$ cat config.mk
export PLATFORM = sky130hd
export DESIGN_NAME = input_frame_scheduler
export DESIGN_NICKNAME = d
export VERILOG_FILES = /design/src/rtl/input_frame_scheduler.sv
export SDC_FILE = /design/constraint.sdc
export NUM_CORES = 1
export LEC_CHECK = 0
export CAP_MARGIN = 30
export CORE_AREA = 10 10 66 68
export CTS_BUF_LIST = sky130_fd_sc_hd__clkbuf_2
export CTS_CLUSTER_DIAMETER = 150
export DETAILED_ROUTE_END_ITERATION = 16
export DIE_AREA = 0 0 76 78
export PLACE_DENSITY = 0.86
export REMOVE_ABC_BUFFERS = 1
export SYNTH_ARGS = -nofsm -noshare
export SYNTH_HDL_FRONTEND = slang
export SYNTH_SLANG_ARGS = --single-unit
$ cat constraint.sdc
create_clock -name clk -period 3.3 [get_ports clk]
set_input_delay 0.33 -clock clk [delete_from_list [all_inputs] [get_ports clk]]
set_output_delay 0.33 -clock clk [all_outputs]
set_load 0.005 [all_outputs]
$ cat src/rtl/input_frame_scheduler.sv
// Frame-granular round-robin arbiter sharing the accelerator input layer between two pixel sources.
// A source keeps the grant for one whole frame; after FRAME_SIZE frames the run stops in DONE.
module input_frame_scheduler #(
  parameter int Nin               = 3,
  parameter int BIT_WIDTH         = 8,
  parameter int INPUT_SPATIAL_DIM = 25,
  parameter int FRAME_SIZE        = 4
) (
  input  logic                                clk,
  input  logic                                rst,
  input  logic                                start,
  input  logic                                src0_valid,
  input  logic [Nin*BIT_WIDTH-1:0]            src0_data,
  output logic                                src0_rdy,
  input  logic                                src1_valid,
  input  logic [Nin*BIT_WIDTH-1:0]            src1_data,
  output logic                                src1_rdy,
  input  logic                                input_layer_rdy,
  output logic                                input_layer_valid,
  output logic [Nin*BIT_WIDTH-1:0]            input_layer_data,
  output logic                                cur_src,
  output logic                                frame_start,
  output logic                                frame_end,
  output logic [$clog2(FRAME_SIZE+1)-1:0]     frame_cnt,
  output logic                                done,
  output logic [1:0]                          state_dbg
);

  localparam int PW = (INPUT_SPATIAL_DIM > 1) ? $clog2(INPUT_SPATIAL_DIM) : 1;
  localparam int FW = $clog2(FRAME_SIZE + 1);

  typedef enum logic [1:0] {
    IDLE   = 2'd0,
    ARB    = 2'd1,
    STREAM = 2'd2,
    DONE   = 2'd3
  } state_t;

  state_t          state_q, state_d;
  logic            rr_ptr;
  logic [PW-1:0]   pixel_cnt;
  logic            sel_valid;
  logic            xfer;
  logic            last_pix;
  logic            last_frame;
  logic            clear;
  logic            grant;
  logic            grant_ok;

  assign last_pix   = (pixel_cnt == PW'(INPUT_SPATIAL_DIM - 1));
  assign last_frame = (frame_cnt == FW'(FRAME_SIZE - 1));
  assign done       = (state_q == DONE);
  assign state_dbg  = state_q;

  // Handshake: a pixel moves when valid && rdy are both high in the same cycle; the
  // granted source sees the accelerator's rdy directly and valid may drop between pixels.
  always_comb begin
    state_d           = state_q;
    input_layer_valid = 1'b0;
    src0_rdy          = 1'b0;
    src1_rdy          = 1'b0;
    xfer              = 1'b0;
    frame_start       = 1'b0;
    frame_end         = 1'b0;
    clear             = 1'b0;
    grant             = rr_ptr;
    grant_ok          = 1'b0;
    sel_valid         = cur_src ? src1_valid : src0_valid;
    input_layer_data  = cur_src ? src1_data : src0_data;

    case (state_q)
      IDLE: begin
        if (start) begin
          state_d = ARB;
          clear   = 1'b1;
        end
      end
      ARB: begin
        if (rr_ptr ? src1_valid : src0_valid) begin
          grant    = rr_ptr;
          grant_ok = 1'b1;
        end else if (rr_ptr ? src0_valid : src1_valid) begin
          grant    = ~rr_ptr;
          grant_ok = 1'b1;
        end
        if (grant_ok) state_d = STREAM;
      end
      STREAM: begin
        // Grant is frozen for the whole frame; only the frame's last transfer leaves STREAM.
        input_layer_valid = sel_valid;
        src0_rdy          = ~cur_src & input_layer_rdy;
        src1_rdy          = cur_src & input_layer_rdy;
        xfer              = sel_valid & input_layer_rdy;
        frame_start       = xfer & (pixel_cnt == '0);
        frame_end         = xfer & last_pix;
        if (frame_end) state_d = last_frame ? DONE : ARB;
      end
      DONE: begin
        if (start) begin
          state_d = ARB;
          clear   = 1'b1;
        end
      end
      default: state_d = IDLE;
    endcase
  end

  always_ff @(posedge clk) begin
    if (rst) begin
      state_q   <= IDLE;
      rr_ptr    <= 1'b0;
      cur_src   <= 1'b0;
      pixel_cnt <= '0;
      frame_cnt <= '0;
    end else begin
      state_q <= state_d;
      if (clear) begin
        pixel_cnt <= '0;
        frame_cnt <= '0;
      end
      if (grant_ok) cur_src <= grant;
      if (xfer) begin
        if (last_pix) begin
          pixel_cnt <= '0;
          frame_cnt <= frame_cnt + 1'b1;
          rr_ptr    <= ~cur_src;
        end else begin
          pixel_cnt <= pixel_cnt + 1'b1;
        end
      end
    end
  end

endmodule

==> impl_metrics.env, run 1 <==
export IMPL_outcome="finished clean"
export IMPL_dpl_instance_area_sq_um=1970
export IMPL_fp_row_count=21
export IMPL_place_congestion=0.846
export IMPL_portBuffers=89
export IMPL_ys_seq_area_frac=0.233
export IMPL_hold_path_end="pixel_cnt[0]"
export IMPL_area_growth_pct=92.7
export IMPL_end_kind="output pin"
export IMPL_cts_clk_slew_worst_paths_ns=0.12
export IMPL_cap_violations=0
export IMPL_hold_violations=0
export IMPL_cp_top_family="buffers and inverters"
export IMPL_reg2reg_slack_ns=1.54
export IMPL_maxSlewHeadroom=0.674
export IMPL_ys_types=32
export IMPL_vias=1122
export IMPL_io_pins=90
export IMPL_coreArea_sq_um=3180
export IMPL_crit_chain="inv_1, ha_1, nand2_1, nor3_4, clkdlybuf4s50_1"
export IMPL_cts_tree="yes"
export IMPL_fmax_mhz=415
export IMPL_ant_nets=0
export IMPL_r2r_start="state_dbg[0]"
export IMPL_critical_path_max_stage_delay_ns=0.57
export IMPL_initial_core_util=0.324
export IMPL_wl_per_cell_microns=17.0
export IMPL_fin_skew_ns=0.000480
export IMPL_grt_start_max_net_pins=26
export IMPL_grt_pass1_vias=1111
export IMPL_viasPerCell=4.51
export IMPL_clkLatencyLatePin_ns=0.28
export IMPL_final_setup_tns_ns=0
export IMPL_drive_gt1_frac=0.167
export IMPL_p_per_area_nw_per_um2=328
export IMPL_cp_startpoint="state_dbg[0]"
export IMPL_hold_start="pixel_cnt[0]"
export IMPL_path_buf_inv=2
export IMPL_drc=0
export IMPL_grt_pass1_wl_mm=6.38
export IMPL_required_ns=2.97
export IMPL_ctsResizeCount=0
export IMPL_drv_slew=0
export IMPL_fp_dieH_microns=78
export IMPL_synthCells=113
export IMPL_design_area_sq_um=1990
export IMPL_crit_slowest_cell="clkdlybuf4s50_1"
export IMPL_grt_overflow=0
export IMPL_routed_wl_mm=4.24
export IMPL_min_period_over_period=0.730
export IMPL_reg2regPathDepth=6
export IMPL_min_period_ns=2.41
export IMPL_n_antenna_cell=0
export IMPL_cellLeakagePower_nw=0.720
export IMPL_rsz0062_at_grt="false"
export IMPL_hold_path_class="register to register"
export IMPL_worstPathMaxFanout=8
export IMPL_hold_depth=2
export IMPL_tightest_slew_ns=0.488
export IMPL_cts_path_max_buffers=2
export IMPL_hold_buffers=0
export IMPL_synth_avg_cell_area_sq_um=9.12
export IMPL_ir_worst_vdd_uv=179
export IMPL_cts_buffers_inserted=3
export IMPL_timing_rr_end="state_dbg[0]"
export IMPL_dr_first_iter_drc_count=70
export IMPL_grt_use_total=0.135
export IMPL_critPathKind="register to output pin"
export IMPL_antenna_found_initial=0
export IMPL_dr_pass1_iters=4
export IMPL_cts_root_buffer="clkbuf_2"
export IMPL_cp_data_arrival_time_ns=2.08
export IMPL_cts_setup_buffers=0
export IMPL_nets=265
export IMPL_cp_num_cells=5
export IMPL_syn_area_sq_um=1030
export IMPL_h_tree_depth=1
export IMPL_die_area_sq_um=5930
export IMPL_yosysWarningCount=0
export IMPL_hpwl_mm=3.71
export IMPL_setup_viol=0
export IMPL_cts_sinks=12
export IMPL_ys_ff_latch=12
export IMPL_startpoint_type="register"
export IMPL_die_x_microns=76
-- layer usage --
metal | part of all wire | GRT usage
met5 | 0 | 0
met2 | 0.59 | 0.285
met1 | 0.36 | 0.127
met3 | 0.032 | 0.0311
met4 | 0.0087 | 0.0246
-- metrics by stage --
stage / utilization / hold slack (ns) / power (mW) / setup WS (ns) / instances
2_1_floorplan: - / 0.399 / 0.365 / 1.29 / 109
3_3_place_gp: 0.619 / 0.489 / 0.573 / 1.00 / 245
3_5_place_dp: 0.619 / 0.502 / 0.578 / 0.985 / 245
4_1_cts: 0.625 / 0.521 / 0.657 / 0.873 / 249
5_1_grt: 0.625 / 0.551 / 0.698 / 0.718 / 249
6_report: 0.625 / 0.516 / 0.651 / 0.891 / 249
-- power by group --
group          internal (mW)  total [mW]  switching, mW  leakage (nW)
clock                 0.0263      0.0781         0.0518        0.0140
combinational          0.243       0.399          0.156         0.609
sequential             0.158       0.173         0.0149        0.0972
total                  0.428       0.651          0.223         0.720
-- cell families (layout without fill, tap and decap cells) --
| kind of cell | Yosys count | in the layout | share of synthesized area |
|---|---|---|---|
| mux | 28 | 28 | 0.308 |
| fa+ha+maj | 7 | 7 | 0.0849 |
| buf+inv | 10 | 100 | 0.0400 |
| compound gates | 17 | 17 | 0.118 |
| simple gates | 39 | 39 | 0.216 |
| flops | 12 | 12 | 0.233 |
-- sequential cells by signal, indices dropped and copies added (netlist names) --
name,flops
pixel_cnt,5
rr_ptr,1
cur_src,1
frame_cnt,3
state_dbg,2
-- worst max-delay path by stage --
| stage | endpoint | slack (ns) |
|---|---|---|
| floorplan | state_dbg[0] | 1.29 |
| global placement | frame_start | 1.00 |
| detailed placement | frame_start | 0.98 |
| CTS | frame_end | 0.87 |
| global route | frame_end | 0.72 |
| finish | frame_end | 0.89 |
-- layout by cell type (no fill, tap or decap), types with 2 or more instances in the layout --
cell	count
mux2_1	2
nor3_1	2
nor2_1	11
a311oi_1	2
nand3_1	6
a211oi_1	3
nand2_1	9
clkbuf_2	3
o21a_1	2
nand2b_1	2
inv_1	6
clkdlybuf4s50_1	89
a21oi_1	4
mux2_2	25
ha_1	7
dfxtp_1	12
-- synthesized netlist by cell type --
cell type / instances / share of area
a21boi_0: 1 / 0.0073
nor3_4: 1 / 0.016
nand4b_4: 1 / 0.023
nor3b_2: 1 / 0.012
mux2_1: 2 / 0.022
a32o_1: 1 / 0.0097
nand2_1: 9 / 0.033
nor3_1: 2 / 0.0097
o21ai_0: 1 / 0.0048
o21ai_1: 1 / 0.0048
a211oi_1: 3 / 0.022
nor4_1: 1 / 0.0061
and2b_2: 1 / 0.0085
mux2_2: 25 / 0.27
a311oi_1: 2 / 0.017
nand3b_1: 1 / 0.0073
a21oi_1: 4 / 0.019
buf_2: 3 / 0.015
ha_1: 7 / 0.085
nor2_1: 11 / 0.040
dfxtp_1: 12 / 0.23
a221o_1: 1 / 0.0097
inv_1: 6 / 0.022
mux2i_2: 1 / 0.013
a32oi_1: 1 / 0.0085
clkbuf_1: 1 / 0.0036
nand2b_1: 2 / 0.012
and3_1: 1 / 0.0061
and2_1: 1 / 0.0061
nand3_1: 6 / 0.029
o21a_1: 2 / 0.015
nor3b_1: 1 / 0.0073
-- area by class of cell --
| class | instances | area (sq um) |
|---|---|---|
| well taps | 46 | 57.6 |
| multi-input cells | 91 | 749 |
| clock buffers | 3 | 15.0 |
| clock inverters | 1 | 3.75 |
| repair buffers | 90 | 898 |
| fillers | 272 | 1190 |
| inverters | 6 | 22.5 |
| flip-flops and latches | 12 | 240 |
-- worst register-to-register path, cell delays in order (launching register included) --
cell and delay (ns):
dfxtp_1 0.39, inv_1 0.07, ha_1 0.33, and2b_2 0.20, a221o_1 0.30, o21a_1 0.19, a211oi_1 0.19
(Power assumes the default switching activity.)
==> inputs of run 2 (changes only) <==
- CORE_AREA: 10 10 66 68 -> 10 10 68 70
- DIE_AREA: 0 0 76 78 -> 0 0 78 80
- PLACE_DENSITY: 0.86 -> 0.81
- clock period: 3.3 -> 2.3 ns (I/O delays scaled with it)
==> run 2 against run 1 <==
  * Count of clock-buffer cells in the layout did not move
  * Critical path depth down 1
  * Clock power grew 40%
  * Routed wire length up 4.1%
  * First-iteration DRC count decreased by 41%
  * Utilization shrank 1.2 points
  * Sequential share of layout area fell by 0.17 points
  * Combinational power is 49% higher
  * Largest power group unchanged
==> impl_metrics.env, run 2 (synthesized netlist as in run 1, its figures left out) <==
export IMPL_hold_violations=0
export IMPL_reg2reg_slack_ns=0.54
export IMPL_initial_core_util=0.314
export IMPL_min_period_over_period=0.916
export IMPL_min_period_ns=2.11
export IMPL_ant_nets=0
export IMPL_dr_pass1_iters=4
export IMPL_cp_data_arrival_time_ns=1.88
export IMPL_grt_start_max_net_pins=31
export IMPL_die_x_microns=78
export IMPL_largest_reg_flops=5
export IMPL_place_congestion=0.819
export IMPL_fp_dieH_microns=80
export IMPL_setup_viol=0
export IMPL_hold_depth=2
export IMPL_grt_overflow=0
export IMPL_cellLeakagePower_nw=0.735
export IMPL_worstPathMaxFanout=30
export IMPL_ir_worst_vdd_uv=291
export IMPL_layout_commonest_cell="clkdlybuf4s50_1"
export IMPL_hold_start="rr_ptr"
export IMPL_cts_setup_buffers=0
export IMPL_grt_pass1_wl_mm=6.78
export IMPL_placed_cells=248
export IMPL_clkLatencyLatePin_ns=0.26
export IMPL_grt_pass1_vias=1169
export IMPL_wl_per_cell_microns=17.5
export IMPL_hpwl_mm=3.80
export IMPL_fin_cells=252
export IMPL_grt_use_total=0.140
export IMPL_hold_path_class="register to register"
export IMPL_coreArea_sq_um=3280
export IMPL_startpoint_type="register"
export IMPL_final_setup_tns_ns=0
export IMPL_outcome="finished clean"
export IMPL_drv_slew=0
export IMPL_cts_buffers_inserted=3
export IMPL_antenna_found_initial=0
export IMPL_cts_sinks=12
export IMPL_h_tree_depth=1
export IMPL_cts_path_max_buffers=2
export IMPL_r2r_start="cur_src"
export IMPL_area_growth_pct=95.4
export IMPL_reg2regPathDepth=6
export IMPL_fin_skew_ns=0.00524
export IMPL_portBuffers=89
export IMPL_nets=268
export IMPL_fmax_mhz=475
export IMPL_crit_chain="buf_4, mux2i_2, nor3_4, clkdlybuf4s50_1"
export IMPL_dr_first_iter_drc_count=41
export IMPL_tightest_slew_ns=0.493
export IMPL_p_per_area_nw_per_um2=470
export IMPL_top_register="pixel_cnt"
export IMPL_maxSlewHeadroom=0.670
export IMPL_fp_row_count=21
export IMPL_cts_tree="yes"
export IMPL_critPathKind="register to output pin"
export IMPL_n_antenna_cell=0
export IMPL_cp_startpoint="cur_src"
export IMPL_cap_violations=0
export IMPL_end_kind="output pin"
export IMPL_final_cell_mix="clkdlybuf4s50_1, mux2_2, dfxtp_1"
export IMPL_critical_path_max_stage_delay_ns=0.54
export IMPL_required_ns=2.07
export IMPL_die_area_sq_um=6240
export IMPL_routed_wl_mm=4.41
export IMPL_crit_slowest_cell="clkdlybuf4s50_1"
export IMPL_rsz0062_at_grt="false"
export IMPL_cts_clk_slew_worst_paths_ns=0.12
export IMPL_viasPerCell=4.48
export IMPL_cts_root_buffer="clkbuf_2"
export IMPL_drc=0
export IMPL_vias=1129
export IMPL_drive_gt1_frac=0.189
export IMPL_io_pins=90
[run 2: worst max-delay path: cells and delay by family (launching register included)]
kind / cells / cell delay [ns]
buffers and inverters: 2 / 0.89
DFF: 1 / 0.36
and+or+nand+nor: 1 / 0.21
muxes: 1 / 0.15
[run 2: path summary, 6_finish.rpt]
| path | end |
|---|---|
| worst min register to register | rr_ptr |
| worst min-delay path | rr_ptr |
| worst max-delay path | frame_end |
| worst max register to register | frame_cnt[2] |
[run 2: layer usage]
| metal | vias up | wire length (microns) | GRT usage |
|---|---|---|---|
| met5 | - | 0 | 0 |
| met4 | 0 | 14 | 0.0215 |
| met1 | 512 | 1690 | 0.141 |
| met2 | 18 | 2610 | 0.293 |
| met3 | 2 | 104 | 0.0248 |
| li1 | 597 | - | - |
[run 2: final cells by class]
cell class / count / area [sq um]
inverter: 6 / 22.5
clock buffer: 3 / 15.0
fill: 306 / 1270
sequential: 12 / 240
clock inverter: 1 / 3.75
tap: 46 / 57.6
timing repair buffer: 93 / 921
multi-input combinational: 91 / 754
[run 2: stage by stage]
stage / utilization / setup slack [ns] / hold WS (ns) / power [mW] / area [sq um]
finish: 0.613 / 0.194 / 0.505 / 0.947 / 2010
global route: 0.613 / 0.0317 / 0.547 / 1.02 / 2010
CTS: 0.612 / 0.0999 / 0.507 / 0.947 / 2010
detailed placement: 0.606 / 0.197 / 0.490 / 0.838 / 1990
global placement: 0.606 / 0.224 / 0.485 / 0.833 / 1990
floorplan: - / 0.285 / 0.299 / 0.524 / 1010
[run 2: timing repair]
| action | in CTS | in global routing |
|---|---|---|
| setup endpoints to repair | 0 | 3 |
| hold endpoints to repair | 0 | 0 |
| resized for setup | 0 | 2 |
| hold buffers | 0 | 0 |
[run 2: power by group]
group / total (mW) / switching, mW / internal [mW]
registers: 0.245 / 0.0176 / 0.227
clock network: 0.109 / 0.0709 / 0.0378
logic: 0.593 / 0.236 / 0.357
==> variant (flow settings as in run 2) <==
Make the reset (`rst`) asynchronous in one clocked block.
--- a/src/rtl/input_frame_scheduler.sv
+++ b/src/rtl/input_frame_scheduler.sv
@@ -106,5 +106,5 @@
   end
 
-  always_ff @(posedge clk) begin
+  always_ff @(posedge clk or posedge rst) begin
     if (rst) begin
       state_q   <= IDLE;
Formal check against the unedited RTL: differs if rst is asserted again (counterexample within 4 cycles, from zero or initial values and one cycle with rst high); with rst held inactive, the same outputs for 10 cycles.
==> variant against run 2 <==
Global-route usage shrank 0.45 points. Clock skew rose by 0.0062 ns. Clock power decreased by 4%. Final cell count is 2.0% lower. Register-to-register slack gained 0.08 ns. Total power up 56%. Via count increased by 1.8%. Worst setup slack got worse by 0.063 ns. Design area up 0.12%. Sequential cell count is the same. Area after synthesis fell by 2.1%. Combinational power grew 82%. Routed wire length grew 0.91%. Critical endpoint unchanged.
==> variant: results (changes against run 2) <==
* Synth cell count leaders: mux2_2, dfrtp_1, inv_1, nand2_1, ha_1
* Yosys warnings at 0 (unchanged)
* Max-slew headroom at 0.6769 (+0.006479)
* Vias per cell at 4.652 (+3.8%)
* Port bufs at 89 (unchanged)
* RD Place Congestion at 0.8361 (+2.1%)
* Sequential fraction of the synthesis area at 0.2974 (+0.06439)
* Clock Tree Root: clkbuf_2
* Area contributors post-synth: dfrtp_1, mux2_2, ha_1, mux2i_1, inv_1
* Outcome: complete, no violations
* Crit path kind: reg2out
* Reg-to-Reg Start: pixel_cnt[0]
* Crit path DAT at 1.94 ns (+0.06 ns)
* Inst Count DP at 241 (-2.8%)
* Largest net degree at the start of global routing at 30 (-3.2%)
* Seq pwr at 0.000288 W (+18%)
* Area after DPL at 1981 sq um (-0.50%)
* Pre-CTS WS at 0.1502 ns (-0.04728 ns)
* Dpl hpwl at 3753 um (-1.4%)
* Mean post-synth cell area at 9.709 sq um (+6.4%)
* Share of layout cells above drive strength 1 at 0.1841 (-0.005241)
* Vias in the first global route at 1,261 (+7.9%)
* Hold Crit Class: in2async
* # diodes at 0 (unchanged)
* Net switching fraction of the power at 0.3626 (+0.02009)
* H-tree level count at 1 (unchanged)
* Gr usage total at 0.1356 (-0.004468)
* Power per Cell Area at 731.9 nW/um^2 (+56%)
* Static leakage at 0.8471 nW (+15%)
* VDD IR max at 0.3487 mV (+20%)
* Drt pass-1 iters at 4 (unchanged)
* CTS max path bufs at 2 (unchanged)
* CTS Buf Count at 3 (unchanged)
* R2r worst-path depth at 7 (+1)
* Average wire per standard cell at 18.02 um (+2.9%)
* Clock slew seen by the registers of the worst setup and hold paths at 0.13 ns
* Crit path max fanout at 4 (-87%)
* Post-synth cell types at 26 (-19%)
* Routed Wire Length at 4451 um (+0.91%)
* Skew-Pair Late Insertion Delay at 0.26 ns (about the same)
* Max reg flops at 5 (unchanged)
* Clk_skew at 0.01147 ns (+0.006237 ns)
* First-pass GRT wire length at 6651 um (-1.8%)
* Asr flop ratio synth at 1.000 (+1.000)
* Final nets at 264 (-1.5%)
* Iteration-0 DRC Markers at 125 (+200%)
* Initial antenna violation count at 0 (unchanged)
* Comb group at 0.00108 W (+82%)
-- variant: cell types whose count changed in the layout (fill, tap and decap cells not counted), sizes merged, moves of 4 or more --
cell and change:
dfxtp -12, dfrtp +12, mux2i +6, buf +4
nor2 -6, inv +4
-- variant: worst max-delay path, cell delays in order, from the launching register on --
cell             delay [ns]
dfrtp_1                0.42
inv_1                  0.10
ha_1                   0.17
nand4b_1               0.24
nor3_4                 0.22
clkdlybuf4s50_1        0.54
-- variant: layout make-up --
class / instances / area [sq um]
fillers: 298 / 1267
repair buffers: 97 / 949.7
multi-input cells: 79 / 656.9
flip-flops and latches: 12 / 300.3
well taps: 46 / 57.56
inverters: 10 / 37.54
clock buffers: 3 / 15.01
-- variant: kinds of logic (layout without fill, tap and decap cells) --
kind of cell	count (synthesis)	after routing	synth area share
flip-flops	12	12	0.2974
buffers and inverters	13	110	0.05204
adder cells (fa/ha/maj)	7	7	0.08674
multiplexers	31	31	0.3408
AND/OR/NAND/NOR	28	28	0.1425
XOR/XNOR	1	1	0.008676
AO/OA/AOI/OAI	12	12	0.07187
-- variant: final timing paths --
path	endpoint	slack (ns)
setup / recovery	frame_end	0.13
hold / removal	frame_cnt[2]	0.26
setup reg to reg	state_dbg[0]	0.62
hold reg to reg	frame_cnt[0]	0.52
max in group asynchronous	pixel_cnt[3]	1.70
min in group clk	frame_cnt[0]	0.52
-- variant: timing repair --
item,CTS,global route
setup endpoints to repair,1,1
gates cloned,0,0
gates resized for setup,1,0
setup buffers,0,3
pin swaps,0,0
-- variant: routing by layer --
layer,routed length [um],global-route usage,vias to the layer above
li1,-,-,560
met1,1584,0.1305,550
met2,2566,0.2711,33
met3,190,0.02252,6
met4,109,0.06631,0
met5,0,0,-
